[src/rtl/store_write_buffer_if.sv]
// Store-path bundle between MEM stage, load hazard check and data bus.
interface store_write_buffer_if;
  logic        st_valid;
  logic [7:0]  st_op;
  logic [31:0] st_addr;
  logic [31:0] st_data;
  logic        flush;
  logic        st_ready;
  logic        stall_o;
  logic        st_ade_o;
  logic        ld_valid;
  logic [31:0] ld_addr;
  logic        ld_hazard_o;
  logic        mem_req;
  logic [31:0] mem_addr;
  logic [3:0]  mem_wstrb;
  logic [31:0] mem_wdata;
  logic        mem_ack;
  logic        buf_empty;

  modport slave (
    input  st_valid, st_op, st_addr, st_data, flush, ld_valid, ld_addr, mem_ack,
    output st_ready, stall_o, st_ade_o, ld_hazard_o, mem_req, mem_addr, mem_wstrb,
           mem_wdata, buf_empty
  );

  modport master (
    output st_valid, st_op, st_addr, st_data, flush, ld_valid, ld_addr, mem_ack,
    input  st_ready, stall_o, st_ade_o, ld_hazard_o, mem_req, mem_addr, mem_wstrb,
           mem_wdata, buf_empty
  );
endinterface

[src/rtl/store_write_buffer.sv]
// Store write buffer: lane-aligns MEM-stage stores, queues them in a FIFO and
// drains them in order over a req/ack data-bus handshake.
module store_write_buffer #(
  parameter int unsigned DEPTH = 4
) (
  input logic                 clk,
  input logic                 rst,
  store_write_buffer_if.slave sbif
);
  localparam int unsigned PTR_W = $clog2(DEPTH);
  localparam int unsigned CNT_W = $clog2(DEPTH) + 1;

  localparam logic [7:0] EXE_SB_OP  = 8'b1110_1000;
  localparam logic [7:0] EXE_SH_OP  = 8'b1110_1001;
  localparam logic [7:0] EXE_SWL_OP = 8'b1110_1010;
  localparam logic [7:0] EXE_SW_OP  = 8'b1110_1011;
  localparam logic [7:0] EXE_SWR_OP = 8'b1110_1110;

  logic [29:0]      e_addr  [DEPTH];
  logic [3:0]       e_strb  [DEPTH];
  logic [31:0]      e_wdata [DEPTH];
  logic [DEPTH-1:0] e_vld;
  logic [PTR_W-1:0] wr_ptr;
  logic [PTR_W-1:0] rd_ptr;
  logic [CNT_W-1:0] count;

  logic [1:0]  lane;
  logic [31:0] r;
  logic        is_store;
  logic [3:0]  lane_strb;
  logic [31:0] lane_data;
  logic        empty;
  logic        full;
  logic        push;
  logic        pop;
  logic        hit;
  logic [1:0]  unused_ld_lane;

  assign lane           = sbif.st_addr[1:0];
  assign r              = sbif.st_data;
  assign unused_ld_lane = sbif.ld_addr[1:0];

  // Byte-lane strobes and replicated/shifted data for each store flavour
  always_comb begin
    is_store  = 1'b0;
    lane_strb = 4'b0000;
    lane_data = 32'h0;
    case (sbif.st_op)
      EXE_SB_OP: begin
        is_store  = 1'b1;
        lane_strb = 4'b0001 << lane;
        lane_data = {4{r[7:0]}};
      end
      EXE_SH_OP: begin
        is_store  = 1'b1;
        lane_strb = lane[1] ? 4'b1100 : 4'b0011;
        lane_data = {2{r[15:0]}};
      end
      EXE_SW_OP: begin
        is_store  = 1'b1;
        lane_strb = 4'b1111;
        lane_data = r;
      end
      EXE_SWL_OP: begin
        is_store = 1'b1;
        case (lane)
          2'b00:   begin lane_strb = 4'b0001; lane_data = {24'h0, r[31:24]}; end
          2'b01:   begin lane_strb = 4'b0011; lane_data = {16'h0, r[31:16]}; end
          2'b10:   begin lane_strb = 4'b0111; lane_data = {8'h0, r[31:8]};   end
          default: begin lane_strb = 4'b1111; lane_data = r;                 end
        endcase
      end
      EXE_SWR_OP: begin
        is_store = 1'b1;
        case (lane)
          2'b00:   begin lane_strb = 4'b1111; lane_data = r;                 end
          2'b01:   begin lane_strb = 4'b1110; lane_data = {r[23:0], 8'h0};   end
          2'b10:   begin lane_strb = 4'b1100; lane_data = {r[15:0], 16'h0};  end
          default: begin lane_strb = 4'b1000; lane_data = {r[7:0], 24'h0};   end
        endcase
      end
      default: ;
    endcase
  end

  assign empty = (count == '0);
  assign full  = (count == CNT_W'(DEPTH));

  assign sbif.st_ready = ~rst & ~full;
  assign sbif.stall_o  = sbif.st_valid & ~sbif.st_ready & ~sbif.flush;
  assign sbif.st_ade_o = sbif.st_valid &
                         (((sbif.st_op == EXE_SH_OP) & lane[0]) |
                          ((sbif.st_op == EXE_SW_OP) & (lane != 2'b00)));

  assign push = sbif.st_valid & sbif.st_ready & ~sbif.flush & ~sbif.st_ade_o & is_store;
  assign pop  = ~empty & sbif.mem_ack;

  // Loads must wait while any queued store targets the same word
  always_comb begin
    hit = 1'b0;
    for (int i = 0; i < DEPTH; i++) begin
      if (e_vld[i] && (e_addr[i] == sbif.ld_addr[31:2])) hit = 1'b1;
    end
  end
  assign sbif.ld_hazard_o = sbif.ld_valid & hit;

  always_ff @(posedge clk) begin
    if (rst) begin
      e_vld  <= '0;
      wr_ptr <= '0;
      rd_ptr <= '0;
      count  <= '0;
    end else begin
      if (push) begin
        e_addr[wr_ptr]  <= sbif.st_addr[31:2];
        e_strb[wr_ptr]  <= lane_strb;
        e_wdata[wr_ptr] <= lane_data;
        e_vld[wr_ptr]   <= 1'b1;
        wr_ptr          <= wr_ptr + PTR_W'(1);
      end
      if (pop) begin
        e_vld[rd_ptr] <= 1'b0;
        rd_ptr        <= rd_ptr + PTR_W'(1);
      end
      case ({push, pop})
        2'b10:   count <= count + CNT_W'(1);
        2'b01:   count <= count - CNT_W'(1);
        default: count <= count;
      endcase
    end
  end

  assign sbif.buf_empty = empty;
  assign sbif.mem_req   = ~empty;
  assign sbif.mem_addr  = empty ? 32'h0 : {e_addr[rd_ptr], 2'b00};
  assign sbif.mem_wstrb = empty ? 4'h0  : e_strb[rd_ptr];
  assign sbif.mem_wdata = empty ? 32'h0 : e_wdata[rd_ptr];
endmodule
[src/flat_wrapper.sv]
// flat-port wrapper written by rule: the top's interface ports become plain ports
module store_write_buffer_flat 
#(
  parameter int unsigned DEPTH = 4
)
  (clk, rst, sbif_st_valid, sbif_st_op, sbif_st_addr, sbif_st_data, sbif_flush, sbif_ld_valid, sbif_ld_addr, sbif_mem_ack, sbif_st_ready, sbif_stall_o, sbif_st_ade_o, sbif_ld_hazard_o, sbif_mem_req, sbif_mem_addr, sbif_mem_wstrb, sbif_mem_wdata, sbif_buf_empty);
  store_write_buffer_if sbif_i ();
  input logic clk;
  input logic rst;
  input wire logic [$bits(sbif_i.st_valid)-1:0] sbif_st_valid;
  input wire logic [$bits(sbif_i.st_op)-1:0] sbif_st_op;
  input wire logic [$bits(sbif_i.st_addr)-1:0] sbif_st_addr;
  input wire logic [$bits(sbif_i.st_data)-1:0] sbif_st_data;
  input wire logic [$bits(sbif_i.flush)-1:0] sbif_flush;
  input wire logic [$bits(sbif_i.ld_valid)-1:0] sbif_ld_valid;
  input wire logic [$bits(sbif_i.ld_addr)-1:0] sbif_ld_addr;
  input wire logic [$bits(sbif_i.mem_ack)-1:0] sbif_mem_ack;
  output wire logic [$bits(sbif_i.st_ready)-1:0] sbif_st_ready;
  output wire logic [$bits(sbif_i.stall_o)-1:0] sbif_stall_o;
  output wire logic [$bits(sbif_i.st_ade_o)-1:0] sbif_st_ade_o;
  output wire logic [$bits(sbif_i.ld_hazard_o)-1:0] sbif_ld_hazard_o;
  output wire logic [$bits(sbif_i.mem_req)-1:0] sbif_mem_req;
  output wire logic [$bits(sbif_i.mem_addr)-1:0] sbif_mem_addr;
  output wire logic [$bits(sbif_i.mem_wstrb)-1:0] sbif_mem_wstrb;
  output wire logic [$bits(sbif_i.mem_wdata)-1:0] sbif_mem_wdata;
  output wire logic [$bits(sbif_i.buf_empty)-1:0] sbif_buf_empty;
  assign sbif_i.st_valid = sbif_st_valid;
  assign sbif_i.st_op = sbif_st_op;
  assign sbif_i.st_addr = sbif_st_addr;
  assign sbif_i.st_data = sbif_st_data;
  assign sbif_i.flush = sbif_flush;
  assign sbif_i.ld_valid = sbif_ld_valid;
  assign sbif_i.ld_addr = sbif_ld_addr;
  assign sbif_i.mem_ack = sbif_mem_ack;
  assign sbif_st_ready = sbif_i.st_ready;
  assign sbif_stall_o = sbif_i.stall_o;
  assign sbif_st_ade_o = sbif_i.st_ade_o;
  assign sbif_ld_hazard_o = sbif_i.ld_hazard_o;
  assign sbif_mem_req = sbif_i.mem_req;
  assign sbif_mem_addr = sbif_i.mem_addr;
  assign sbif_mem_wstrb = sbif_i.mem_wstrb;
  assign sbif_mem_wdata = sbif_i.mem_wdata;
  assign sbif_buf_empty = sbif_i.buf_empty;
  store_write_buffer #(.DEPTH(DEPTH)) u_core (.clk(clk), .rst(rst), .sbif(sbif_i));
endmodule
[config.mk]
export PLATFORM = sky130hd
export DESIGN_NAME = store_write_buffer_flat
export DESIGN_NICKNAME = d
export VERILOG_FILES = /design/src/rtl/store_write_buffer_if.sv /design/src/rtl/store_write_buffer.sv /design/src/flat_wrapper.sv
export SDC_FILE = /design/constraint.sdc
export NUM_CORES = 1
export LEC_CHECK = 0
export BUFFER_PORTS_ARGS = -buffer_cell sky130_fd_sc_hd__buf_2
export CAP_MARGIN = 20
export CORE_MARGIN = 5
export CORE_UTILIZATION = 58
export DETAILED_ROUTE_END_ITERATION = 10
export HOLD_SLACK_MARGIN = 0.12
export PLACE_DENSITY = 0.8
export SYNTH_ARGS = -nofsm -noshare
export SYNTH_HDL_FRONTEND = slang
export SYNTH_SLANG_ARGS = --single-unit
[constraint.sdc]
create_clock -name clk -period 2.7 [get_ports clk]
set_clock_uncertainty 0.05 [all_clocks]
set_input_delay 0.405 -clock clk [delete_from_list [all_inputs] [get_ports clk]]
set_output_delay 0.405 -clock clk [all_outputs]
set_load 0.05 [all_outputs]
* Word level (Yosys, flattened, before mapping)
Memories as Yosys holds them, arrays and structs flattened. A register that Yosys moved wholly into a read port is not among the register bits. Index checks and enable logic that the tools add are counted.
Operators by class: $add $sub $neg 4, mux-type cells 32, $mul 0, div/mod/pow operators 0, eq/ne operators 14, magnitude comparators 4, shift operators 1, bitwise gates (word level) 22, reductions and logical operators 11
Operator list (number):
- $pmux W32 S3 | 2
- $pmux W32 S5 | 1
- $eq A30 B30 Y1 | 4
- $mux W32 | 2
- $eq A8 B8 Y1 const B | 5
- $mux W4 | 5
- $pmux W4 S5 | 1
- $and A1 B1 Y1 | 12
- $mux W2 | 6
- $pmux W4 S3 | 1
- $mux W1 | 10
- $pmux W3 S3 | 1
- $logic_and A1 B1 Y1 | 6
- $lt A2 B3 Y1 const B | 2
- $not A1 Y1 | 6
- $pmux W3 S2 | 1
- $reduce_or A5 Y1 | 1
- $add A2 B1 Y2 const B | 2
- $and A4 B4 Y4 | 1
- $demux W1 S2 | 2
- $eq A2 B1 Y1 const B | 2
- $eq A2 B2 Y1 const B | 2
- $ge A2 B1 Y1 const B | 2
- $not A4 Y4 | 1
- 9 further kinds | 10
Storage, ports and cells: bits in writable memories 264, memory bits (read-only) 0, word-level logic and storage cells 95, register bits 11, bits in latches 0, memories 3, input bits 110, output and inout port bits 74
Memories:
- u_core.e_wdata | words 4, width 32, rd ports 1, clocked after memory_dff 1, wr ports 1, line store_write_buffer.sv:21 | logic [31:0] e_wdata [DEPTH];
- u_core.e_addr | words 4, width 30, rd ports 5, clocked after memory_dff 1, wr ports 1, line store_write_buffer.sv:19 | logic [29:0] e_addr [DEPTH];
- u_core.e_strb | words 4, width 4, rd ports 1, clocked after memory_dff 1, wr ports 1, line store_write_buffer.sv:20 | logic [3:0] e_strb [DEPTH];

* Logic depth before layout (Yosys ltp)
word-level depth 11, depth in mapped cells 12, depth with buffers taken out 10

* Worst setup path before layout
No wires, ideal clock.
kind register to register, from reg u_core.count[0], to reg u_core.count[2], path slack -203 ps, library setup time 71 ps, period minus slack after synthesis 2903 ps, arrival time 2782 ps, data required time 2579 ps, stages on the path, launching flop included 12, buffers on the path 1, path through dfxtp_1 > inv_1 > a31oi_1 > and4_1 > buf_4 > inv_1 > ha_1 > inv_1 > fa_1 > xor2_1 > or3_1 > a21oi_1
Between the ends: word-level cells in the longest chain between the ends 9, elaborated cells between the ends (all ways) 16, classes of those cells add/sub (2); eq/ne (3); mux (1); bitwise (8); reduce/logical (2)
Ends and longest elaborated chain:
- from (decl) | line store_write_buffer.sv:25 | logic [CNT_W-1:0] count;
- from (signal assigned) | line store_write_buffer.sv:126 | 2'b10: count <= count + CNT_W'(1);
- from (signal assigned) | line store_write_buffer.sv:127 | 2'b01: count <= count - CNT_W'(1);
- from (signal assigned) | line store_write_buffer.sv:128 | default: count <= count;
- $eq A3 B3 Y1 (*) | line store_write_buffer.sv:87 | assign full = (count == CNT_W'(DEPTH));
- $not A1 Y1 (*) | line store_write_buffer.sv:89 | assign sbif.st_ready = ~rst & ~full;
- $and A1 B1 Y1 (*) | line store_write_buffer.sv:89
- net sbif_st_ready | line flat_wrapper.sv:18 | output wire logic [$bits(sbif_i.st_ready)-1:0] sbif_st_ready;
- $and A1 B1 Y1 (*) (4 in a row) | line store_write_buffer.sv:95 | assign push = sbif.st_valid & sbif.st_ready & ~sbif.flush & ~sbif.st_ade_o & is_store;
- $eq A2 B1 Y1 / $eq A2 B2 Y1 (equally long branches) | line store_write_buffer.sv:125 | case ({push, pop})
- $pmux W3 S2 / $reduce_bool A2 Y1 (equally long branches)
The timed path passes the listed nets; every way through them passes the cells marked *. A chain may end at the register's enable or synchronous reset.

==> key figures <==
Status
  – Status: finished, violations left
  – Failing checks: setup timing

Critical path
  – Crit Path Max Fanout: 2
  – Critical R2R Capture: u_core.count[2]
  – R2r setup slk: 0.43 ns
  – Crit Path Class: register to primary output
  – Arrival @ worst endpoint: 2.30 ns
  – Crit path from: u_core.e_addr[3][4]
  – CP startpoint kind: register
  – R2R Path Start: u_core.count[2]
  – Critical Path RT: 2.25 ns
  – R2R cell count: 8
  – Worst Setup End Kind: primary output

Layout
  – Area growth from synthesis to layout: 21.19%
  – Final Non-Filler Cells: 1382
  – Total Nets Final: 1196
  – Layout cells sized above 1: 33.09%
  – Reg area: 8193 um^2
  – Cell area after layout: 16110 um^2
  – Fillcell total: 1451
  – Area occupied by multi-input gates: 4846 um^2
  – Fin util: 71.37%

STA
  – Final Slew Violations: 0
  – Fmax: 0.3624 GHz
  – Worst-Margin Slew: 0.7698 ns
  – Fin crit share: 102.2%
  – WHS: 0.2088 ns
  – Slew headroom: 48.14%
  – Setup TNS: -0.05936 ns
  – Setup ws final: -0.05936 ns
  – Final hold viol count: 0
  – Final setup fails: 1
  – Post-layout min period: 2.759 ns
  – RSZ-0062 raised after global routing: true

Power and ir drop
  – Final Power: 8.963 mW
  – P_leak: 5.801 nW
  – IR drop worst, VDD: 557.4 uV
  – Power density over cell area: 556.4 nW/um^2

Global routing
  – Initial antenna violation count: 0
  – First-pass GRT wire length: 49210 um
  – GR Overflow Total: 0
  – Largest net degree at the start of global routing: 69
  – GRT Total Usage: 24.45%
  – Vias in the first global route: 8525

Yosys
  – #FFs+latches synth: 277
  – Avg Cell Area, Syn: 15.49 um^2
  – Post-synth top area share: 59.64%
  – Number of synthesized flops with an enable pin: 264
  – Ys async rst share: 0%
  – Top cells by area, synth: edfxtp_1 (60%), mux4_2 (12%), xnor2_1 (5.1%)
  – Ys flop type: edfxtp_1
  – Top-count cell post-synth: edfxtp_1
  – Synth area leader: edfxtp_1
  – Most common library cells after synthesis: edfxtp_1 (264), xnor2_1 (78), mux4_2 (70), and2_1 (68), xor2_1 (46)
  – Mapped Cells: 858
  – Cell Area, Synth: 13290 um^2
  – Netlist cell types: 52
  – Sequential-to-total area share from yosys stat: 61.60%
  – Total number of yosys warnings: 0

Detailed routing
  – Routed Antenna Nets: 0
  – WL/cell: 23.60 um
  – Routed WL: 32620 um
  – Number of DRC markers in iteration 0: 758
  – Total iterations of the first detailed-routing run: 6
  – Drt drc: 0
  – Via Count: 8401
  – Vias/cell: 6.079

Clock network
  – CTS H-Tree Depth: 1
  – CTS max path bufs: 3
  – Clk slew on worst S/H paths: 0.06 ns
  – CTS Buf Count: 28
  – Clock Sink Count: 277
  – CTS tree: built
  – Root buf cell: clkbuf_16
  – Clk_lat worst skew: 0.52 ns

Placement
  – Dpl ws: 0.2149 ns
  – Placement Cell Area: 14660 um^2
  – Placed cell count: 1296
  – RD Place Congestion: 0.8941
  – Port Buf Inserts: 179
  – DP Wirelength: 22210 um

Die
  – Die width: 161.4 um
  – Core area: 22570 um^2
  – Die area: 26050 um^2
  – Initial Utilization: 58.89%
  – Die Ht: 161.4 um
  – Num ports: 184
  – Rows: 55

Min path
  – Hold wc startpoint: rst
  – Hold path depth: 3
  – Hold Crit Class: input port to register

Run
  – MaxCap Viol Count: 0
==> cell usage in the layout, fill, tap and decap left out, types with 6 or more instances in the layout <==
master,synthesis,routed
edfxtp_1,264,264
buf_2,13,178
mux4_2,70,70
and2_1,68,68
xnor2_1,78,65
xor2_1,46,46
nand2_1,31,31
clkbuf_16,0,30
dlygate4sd3_1,0,30
a21oi_1,29,29
nand4_1,25,25
o21ai_0,22,22
inv_1,21,21
buf_4,6,20
a22oi_1,16,16
nor2_1,14,14
xnor2_2,0,13
buf_12,0,13
nor4_1,16,11
dfxtp_1,13,11
ha_1,9,9
a22o_1,8,8
a222oi_1,8,8
nand3b_1,8,8
clkbuf_1,30,6
clkinv_1,0,6
==> how the worst max path moves through the flow <==
stage / slack, ns / cells after the start / to
final: -0.06 / 6 / sbif_ld_hazard_o
after global routing: -0.15 / 6 / sbif_ld_hazard_o
after CTS: -0.07 / 6 / sbif_ld_hazard_o
after detailed placement: 0.21 / 7 / sbif_ld_hazard_o
after global placement: 0.17 / 7 / sbif_ld_hazard_o
after floorplan: 0.12 / 6 / sbif_ld_hazard_o
==> final cells by class <==
class	count	area share [%]
sequential	277	50.86
tap	285	2.214
multi-input combinational	501	30.08
antenna	3	0.04660
inverter	21	0.4893
clock inverter	13	1.017
clock buffer	35	4.645
timing repair buffer	247	10.65
==> routing by layer <==
metal | up-vias | routed length (um) | track usage, %
met1 | 4154 | 12570 | 32.82
met5 | - | 0 | 0
li1 | 3745 | - | -
met2 | 447 | 16450 | 41.88
met3 | 55 | 2686 | 3.904
met4 | 0 | 900 | 6.979
==> cells by family after synthesis <==
logic type	synth area share, %
flops	61.60
buf+inv	3.050
simple gates	8.763
fa+ha+maj	0.9978
xor+xnor	8.170
compound gates	4.669
mux	12.73
other cells	0.02821
==> power by group <==
| part | internal [mW] | total, mW | leakage [nW] | switching (mW) |
|---|---|---|---|---|
| Sequential | 4.67 | 4.67 | 2.53 | 0.000820 |
| Combinational | 0.205 | 0.469 | 2.84 | 0.264 |
| Clock | 2.33 | 3.83 | 0.439 | 1.50 |
==> timing repair <==
action                     4_1_cts  5_1_grt
gates cloned                     1        1
hold endpoints to repair       120        0
buffers inserted                 3        0
gates resized for setup         17        8
setup endpoints to repair       41       29
pin swaps                       11        8
hold buffers                    30        0
==> worst max-delay path, stage by stage (launching register included) <==
cell	delay (ns)
edfxtp_1	0.43
xnor2_2	0.22
nand4_1	0.18
nor4_2	0.37
nand4_1	0.19
a41oi_2	0.21
buf_6	0.19
==> sequential cells by signal, indices dropped and copies added, names as in the netlist, named ones only <==
name,flops
u_core.count,3
u_core.wr_ptr,2
u_core.rd_ptr,2
u_core.e_strb,16
u_core.e_addr,120
u_core.e_vld,4
u_core.e_wdata,128
(Power assumes the default switching activity.)
